### config.mk
export PLATFORM = sky130hd
export DESIGN_NAME = res_writeback
export DESIGN_NICKNAME = d
export VERILOG_FILES = /design/src/rtl/res_writeback.sv
export SDC_FILE = /design/constraint.sdc
export NUM_CORES = 2
export LEC_CHECK = 0
export ABC_AREA = 1
export ABC_CLOCK_PERIOD_IN_PS = 13700
export CELL_PAD_IN_SITES_DETAIL_PLACEMENT = 1
export CELL_PAD_IN_SITES_GLOBAL_PLACEMENT = 1
export CORE_MARGIN = 2
export CORE_UTILIZATION = 52
export CTS_BUF_LIST = sky130_fd_sc_hd__clkbuf_2
export CTS_CLUSTER_SIZE = 12
export DETAILED_ROUTE_END_ITERATION = 8
export PLACE_DENSITY = 0.92
export SYNTH_ARGS = -nofsm -noshare
export SYNTH_HDL_FRONTEND = slang
export SYNTH_SLANG_ARGS = --single-unit
### constraint.sdc
create_clock -name clk -period 13.7 [get_ports clk]
set_input_delay 2.74 -clock clk [delete_from_list [all_inputs] [get_ports clk]]
set_output_delay 2.74 -clock clk [all_outputs]
set_load 0.005 [all_outputs]
### src/rtl/res_writeback.sv
// -----------------------------------------------------------------------------
// res_writeback
//
// Requantizing write-back stage that sits directly in front of the result
// buffer. One job runs per start pulse. Each signed accumulator value accepted
// from the MAC/PE array passes through three registered stages:
//   S1  multiply by the unsigned scale
//   S2  rounding arithmetic right shift (half-up toward +inf)
//   S3  saturation to BIT_DEPTH, then drive the buffer write port
// Writes go to base_addr, base_addr+1, ... modulo 2^ADDR_WIDTH, in accept
// order. The result buffer always accepts writes, so the pipeline never
// stalls. Input bubbles appear on the write port as wr_en = 0 cycles.
//
// Optional build macro:
//   RES_WRITEBACK_RELU_EN  when defined, S3 clamps negative values to 0 before
//                          saturating (output range 0 .. 2^(BIT_DEPTH-1)-1).
//                          Latency is the same in both builds.
//
// Ports:
//   clk        system clock, rising edge
//   rst_n      asynchronous active-low reset
//   start      job start pulse, sampled only while idle
//   base_addr  first write address of the job
//   length     number of values in the job (0 .. 2^ADDR_WIDTH)
//   scale      unsigned requantization multiplier
//   shift      arithmetic right-shift amount
//   acc_in     signed accumulator value
//   acc_valid  acc_in is valid
//   acc_ready  the block accepts acc_in this cycle
//   wr_en      result buffer write strobe (one cycle per accepted value)
//   wr_addr    result buffer write address (holds when wr_en = 0)
//   data_out   requantized write data (holds when wr_en = 0)
//   busy       high whenever a job is in progress
//   done       one-cycle completion pulse
// -----------------------------------------------------------------------------
module res_writeback #(
  parameter int BIT_DEPTH   = 8,
  parameter int ADDR_WIDTH  = 10,
  parameter int ACC_WIDTH   = 24,
  parameter int SCALE_WIDTH = 16,
  parameter int SHIFT_WIDTH = 5
) (
  input  logic                   clk,
  input  logic                   rst_n,
  input  logic                   start,
  input  logic [ADDR_WIDTH-1:0]  base_addr,
  input  logic [ADDR_WIDTH:0]    length,
  input  logic [SCALE_WIDTH-1:0] scale,
  input  logic [SHIFT_WIDTH-1:0] shift,
  input  logic [ACC_WIDTH-1:0]   acc_in,
  input  logic                   acc_valid,
  output logic                   acc_ready,
  output logic                   wr_en,
  output logic [ADDR_WIDTH-1:0]  wr_addr,
  output logic [BIT_DEPTH-1:0]   data_out,
  output logic                   busy,
  output logic                   done
);

  // Product width: signed accumulator times a zero-extended (hence positive)
  // scale. The rounding stage carries one extra bit so that adding the
  // rounding constant can never overflow, whatever the shift amount.
  localparam int PW = ACC_WIDTH + SCALE_WIDTH + 1;
  localparam int RW = PW + 1;

  localparam logic signed [RW-1:0] SAT_MAX = RW'((2 ** (BIT_DEPTH - 1)) - 1);
  localparam logic signed [RW-1:0] SAT_MIN = ~SAT_MAX;

  typedef enum logic [1:0] {
    IDLE  = 2'd0,
    RUN   = 2'd1,
    DRAIN = 2'd2,
    DONE  = 2'd3
  } state_t;

  state_t state;

  // Job parameters, captured at start so the caller may change the inputs
  // while the job runs.
  logic [ADDR_WIDTH-1:0]  base_q;
  logic [ADDR_WIDTH:0]    len_q;
  logic [SCALE_WIDTH-1:0] scale_q;
  logic [SHIFT_WIDTH-1:0] shift_q;

  // Number of values accepted so far in the current job.
  logic [ADDR_WIDTH:0]    index;

  logic accept;

  // Pipeline registers.
  logic                   s1_v;
  logic signed [PW-1:0]   s1_p;
  logic [ADDR_WIDTH-1:0]  s1_addr;
  logic                   s2_v;
  logic signed [RW-1:0]   s2_r;
  logic [ADDR_WIDTH-1:0]  s2_addr;

  // Combinational helpers.
  logic signed [PW-1:0]   acc_ext;
  logic signed [PW-1:0]   scale_ext;
  logic signed [PW-1:0]   prod;
  logic signed [RW-1:0]   p_ext;
  logic signed [RW-1:0]   half;
  logic signed [RW-1:0]   rnd_sum;
  logic signed [RW-1:0]   rounded;
  logic [BIT_DEPTH-1:0]   sat;

  // Ready is decoded from registered state only, so there is no
  // combinational path from any input to acc_ready.
  assign acc_ready = (state == RUN) && (index < len_q);
  assign accept    = acc_valid && acc_ready;

  // Job control. The state register, the captured job parameters, the index
  // counter and the busy/done flags all live here. DRAIN only waits for S1
  // and S2: whatever sits in S3 is already on the write port this cycle, so
  // done lands on the cycle right after the last write.
  always_ff @(posedge clk or negedge rst_n) begin
    if (!rst_n) begin
      state   <= IDLE;
      base_q  <= '0;
      len_q   <= '0;
      scale_q <= '0;
      shift_q <= '0;
      index   <= '0;
      busy    <= 1'b0;
      done    <= 1'b0;
    end else begin
      done <= 1'b0;
      case (state)
        IDLE: begin
          if (start) begin
            base_q  <= base_addr;
            len_q   <= length;
            scale_q <= scale;
            shift_q <= shift;
            index   <= '0;
            busy    <= 1'b1;
            state   <= RUN;
          end
        end
        RUN: begin
          if (accept) begin
            index <= index + 1'b1;
          end
          if (index == len_q) begin
            state <= DRAIN;
          end
        end
        DRAIN: begin
          if (!s1_v && !s2_v) begin
            done  <= 1'b1;
            state <= DONE;
          end
        end
        DONE: begin
          busy  <= 1'b0;
          state <= IDLE;
        end
        default: begin
          busy  <= 1'b0;
          state <= IDLE;
        end
      endcase
    end
  end

  // S1 operands: sign-extend the accumulator and zero-extend the scale, so
  // that a signed multiply of the two gives the exact product.
  always_comb begin
    acc_ext   = {{(PW - ACC_WIDTH){acc_in[ACC_WIDTH-1]}}, acc_in};
    scale_ext = {{(PW - SCALE_WIDTH){1'b0}}, scale_q};
    prod      = acc_ext * scale_ext;
  end

  // S2 rounding: add half an LSB of the shifted result, then shift
  // arithmetically. The floor of (p + 2^(shift-1)) / 2^shift rounds halves
  // toward +inf for both signs. A shift of zero passes p through unchanged.
  always_comb begin
    p_ext = {s1_p[PW-1], s1_p};
    half  = '0;
    if (shift_q != '0) begin
      half = RW'(1) << (shift_q - 1'b1);
    end
    rnd_sum = p_ext + half;
    rounded = rnd_sum >>> shift_q;
  end

  // S3 saturation to the output word.
  always_comb begin
`ifdef RES_WRITEBACK_RELU_EN
    if (s2_r[RW-1]) begin
      sat = '0;
    end else if (s2_r > SAT_MAX) begin
      sat = SAT_MAX[BIT_DEPTH-1:0];
    end else begin
      sat = s2_r[BIT_DEPTH-1:0];
    end
`else
    if (s2_r > SAT_MAX) begin
      sat = SAT_MAX[BIT_DEPTH-1:0];
    end else if (s2_r < SAT_MIN) begin
      sat = SAT_MIN[BIT_DEPTH-1:0];
    end else begin
      sat = s2_r[BIT_DEPTH-1:0];
    end
`endif
  end

  // Three-stage datapath. The valid bits advance every cycle because the
  // result buffer never back-pressures. The data fields load only with a
  // valid beat, which is what makes wr_addr/data_out hold between writes.
  // Reset clears the valid bits, discarding every beat in flight.
  always_ff @(posedge clk or negedge rst_n) begin
    if (!rst_n) begin
      s1_v     <= 1'b0;
      s1_p     <= '0;
      s1_addr  <= '0;
      s2_v     <= 1'b0;
      s2_r     <= '0;
      s2_addr  <= '0;
      wr_en    <= 1'b0;
      wr_addr  <= '0;
      data_out <= '0;
    end else begin
      s1_v <= accept;
      if (accept) begin
        s1_p    <= prod;
        s1_addr <= base_q + index[ADDR_WIDTH-1:0];
      end

      s2_v <= s1_v;
      if (s1_v) begin
        s2_r    <= rounded;
        s2_addr <= s1_addr;
      end

      wr_en <= s2_v;
      if (s2_v) begin
        data_out <= sat;
        wr_addr  <= s2_addr;
      end
    end
  end

endmodule
==> results by group <==
Timing
  – Slew HR: between 20% and 30%
  – TNS Setup: 0 ns
  – Fin. Hold Viols: 0
  – Skew final: 0.112 ns
  – Tightest Pin Transition: around 1.2 ns
  – Period minus WS final: 9.27 ns
  – RSZ-0062 raised after global routing: false
  – Final setup viols: 0
  – Max Freq: about 0.11 GHz
  – Final period util: between 60 and 70%
  – Slew Limit Fails: 0

Routing
  – Avg WL per Cell: ~22 um
  – Pre-Repair DR Iteration Count: 7
  – DRT iter0 DRCs: about 2000
  – Detailed Route WL: between 100000 and 150000 um
  – Post-route DRC: 0
  – Vias/cell: a little under 6
  – Via count: around 27000
  – Routed Antenna Nets: 0

GRT
  – Number of antenna violations at the first check in global routing: 2
  – Grt ovf: 0
  – Global-route wire length before repair: roughly 160000 um
  – Largest net degree at the start of global routing: 81
  – Vias in the first global route: 30000
  – Total GRT Usage: ~38%

Finish
  – Seq. cell area: around 4500 sq um
  – Layout cells sized above 1: 3.04%
  – Multi-input logic area: between 15000 and 20000 sq um
  – Final nets: approximately 4500
  – # fillers: 6907
  – Layout Area Growth over Synthesis: 5.85%

Place
  – Global placer's final weighted congestion: ~0.94
  – Port Buffers: a little over 90
  – DP HPWL: a little over 80000 um

Critical path
  – Reg-to-reg endpoint: s1_p[40]
  – Crit. End Element: register
  – Crit path kind: in -> reg
  – Crit path max fanout: 16
  – Worst r2r src: scale_q[2]
  – Beginning of the critical path: acc_in[23]
  – Worst r2r path cells: 23
  – Crit path to: s1_p[40]
  – Crit path launch type: input pin
  – Required time worst endpoint: about 15 ns
  – Flop-to-flop setup slack: 6.29 ns
  – Worst Path Arrival: approximately 10 ns

Logic synthesis
  – Post-synth EDFFs: 0
  – Simple-Gate Fraction of Synth Area: between 20% and 30%
  – Proportion of synthesized area in mux cells: less than 1%
  – Cells after Synth: roughly 4000
  – #FFs+latches synth: ~180
  – Post-synth top flop: dfrtp_1
  – Mapped cell area: approximately 28000 sq um
  – XOR/XNOR Fraction of Synth Area: under 10%
  – Sequential-to-total area share from yosys stat: around 16%
  – YS warnings: 0
  – Post-synth ARST share: 100%
  – Largest family of logic cells by synthesized area: adder cells
  – Synthesized area per cell: just over 7 sq um
  – Syn nets: 4507
  – Post-synthesis compound-gate area fraction: a little over 6%
  – Adder-cell area share of the yosys netlist: 34.6%
  – Number of library cell types mapped by synthesis: between 50 and 60

Clocking
  – H-Tree Depth: 4
  – Root Buffer: clkbuf_2
  – Post-CTS Resized: 0
  – CTS Buffer Depth: 2
  – TritonCTS clock tree: done
  – Hold-fix buffers, CTS: 0
  – Clock sink total: approximately 180
  – Clock transition at path regs: roughly 0.33 ns
  – Postcts setup bufs: 0
  – Worst-Skew Late Latency: ~1.1 ns
  – CTS buffer count: 17

Hold path
  – HP Class: reg -> reg

Floorplan
  – CORE AREA: about 53000 sq um
  – Die height: between 200 and 250 um
  – Die area: about 55000 sq um
  – Die span in x: ~230 um
  – FP Rows: 84
  – Top Ports: just over 90
  – Initial Util: a little over half

Status
  – Status: complete, no violations

Flow run
  – Max-cap violations: 0
-- cell usage after synthesis (2+ instances only) --
master    number  area [sq um]
fa_1         379          7590
buf_1          9          33.8
clkinv_1       3          11.3
buf_2         26           130
nand4_1       35           219
dfrtp_1      181          4530
inv_2          2          7.51
o31ai_1        5          37.5
ha_1         160          2000
or2_2         10          62.6
clkbuf_1     137           514
mux2i_1        2          20.0
nand3_1      309          1550
nor3b_1        3          22.5
a21boi_0       3          22.5
nor3_2         3          30.0
o21ai_0      121           606
o21bai_1       6          45.0
a31oi_1       18           113
nand2_2       11          68.8
o21ai_1        8          40.0
nor4_1         9          56.3
nor3_1        17          85.1
a21oi_1      116           581
a21o_1         9          67.6
a22oi_1        2          15.0
a21oi_2        3          26.3
nand2_1     1173          4400
nand3b_1       2          15.0
inv_1        822          3090
o211ai_1       9          67.6
nor2_2         8          50.1
xnor2_1       30           263
nand3_2        8          80.1
nor2_1       209           785
o21a_1         4          30.0
buf_4          2          15.0
xor2_1        29           254
-- cells by family (layout without fill, tap and decap cells) --
logic type,after synthesis,after routing
adder cells (fa/ha/maj),539,539
multiplexers,3,3
AND/OR/NAND/NOR,1803,1803
buffers and inverters,1001,983
XOR/XNOR,59,59
AO/OA/AOI/OAI,312,312
other,0,3
flip-flops,181,181
-- worst max-delay path: stages --
cell	delay, ns
clkdlybuf4s50_1	0.89
nand2_1	0.28
fa_1	0.73
inv_1	0.15
fa_1	0.83
inv_1	0.19
fa_1	0.57
fa_1	0.46
fa_1	0.55
fa_1	0.61
inv_1	0.07
ha_1	0.33
nand2_1	0.10
nor2_1	0.16
inv_1	0.12
nor4_1	0.51
nand3_1	0.19
nand3_1	0.18
nand3_1	0.09
nand2_1	0.10
nand2_1	0.07
nand3_1	0.10
o21ai_0	0.10
-- worst min-delay path by stage --
stage / startpoint / end / slack, ns / depth (start not counted)
6_report: s1_addr[5] / s2_addr[5] / 0.52 / 2
5_1_grt: s1_addr[6] / s2_addr[6] / 0.57 / 2
4_1_cts: s1_addr[0] / s2_addr[0] / 0.53 / 2
3_5_place_dp: s1_addr[8] / s1_addr[8] / 0.47 / 2
3_3_place_gp: s1_addr[9] / s2_addr[9] / 0.46 / 2
2_1_floorplan: s2_v / wr_en / 0.35 / 0
-- flip-flops by register name, indices dropped and copies added (netlist names), 5 cells and up --
name	flops
wr_addr	10
s1_p	41
s2_addr	10
len_q	11
s2_r	42
shift_q	5
base_q	10
s1_addr	10
index	11
scale_q	16
data_out	8
-- cell usage in the layout (no fill, tap or decap), drive strengths merged, types with 10 or more instances in the layout --
cell,instances
inv,832
fa,379
a21oi,119
nand3,317
nor4,10
clkdlybuf4s50,90
buf,33
o21ai,129
nand4,35
xnor2,30
a31oi,19
or2,11
ha,160
nor3,20
dfrtp,181
xor2,29
nor2,218
nand2,1184
clkbuf,18
-- stage by stage --
step	setup slack, ns	instances	utilization [%]	cell area (sq um)	hold slack (ns)
after floorplan	4.97	3898	-	27700	0.352
after CTS	4.66	4568	55.7	29300	0.527
after global routing	4.06	4570	55.7	29300	0.567
after detailed placement	3.74	4536	55.2	29000	0.475
after global placement	4.22	4536	55.2	29000	0.465
final	4.43	4571	55.7	29300	0.515
-- area by class of cell --
class,count,area share (%)
Multi-Input combinational cell,2716,66.1
Sequential cell,181,15.5
Inverter,827,10.6
Timing Repair Buffer,124,3.97
Tap cell,688,2.94
Clock inverter,15,0.666
Clock buffer,17,0.290
Antenna cell,3,0.0256
-- layer usage --
layer / global-route usage, % / vias to the layer above / wire, um / part of all wire (%)
li1: - / 11700 / - / -
met1: 44.5 / 13300 / 39500 / 39
met2: 65.5 / 1162 / 50600 / 49
met3: 6.26 / 441 / 6300 / 6.2
met4: 20.2 / 0 / 5870 / 5.7
met5: 0 / - / 0 / 0
Power is left out: the tool's default activity adds up to more than one toggle a clock period on the data nets, which glitch-free logic cannot reach.
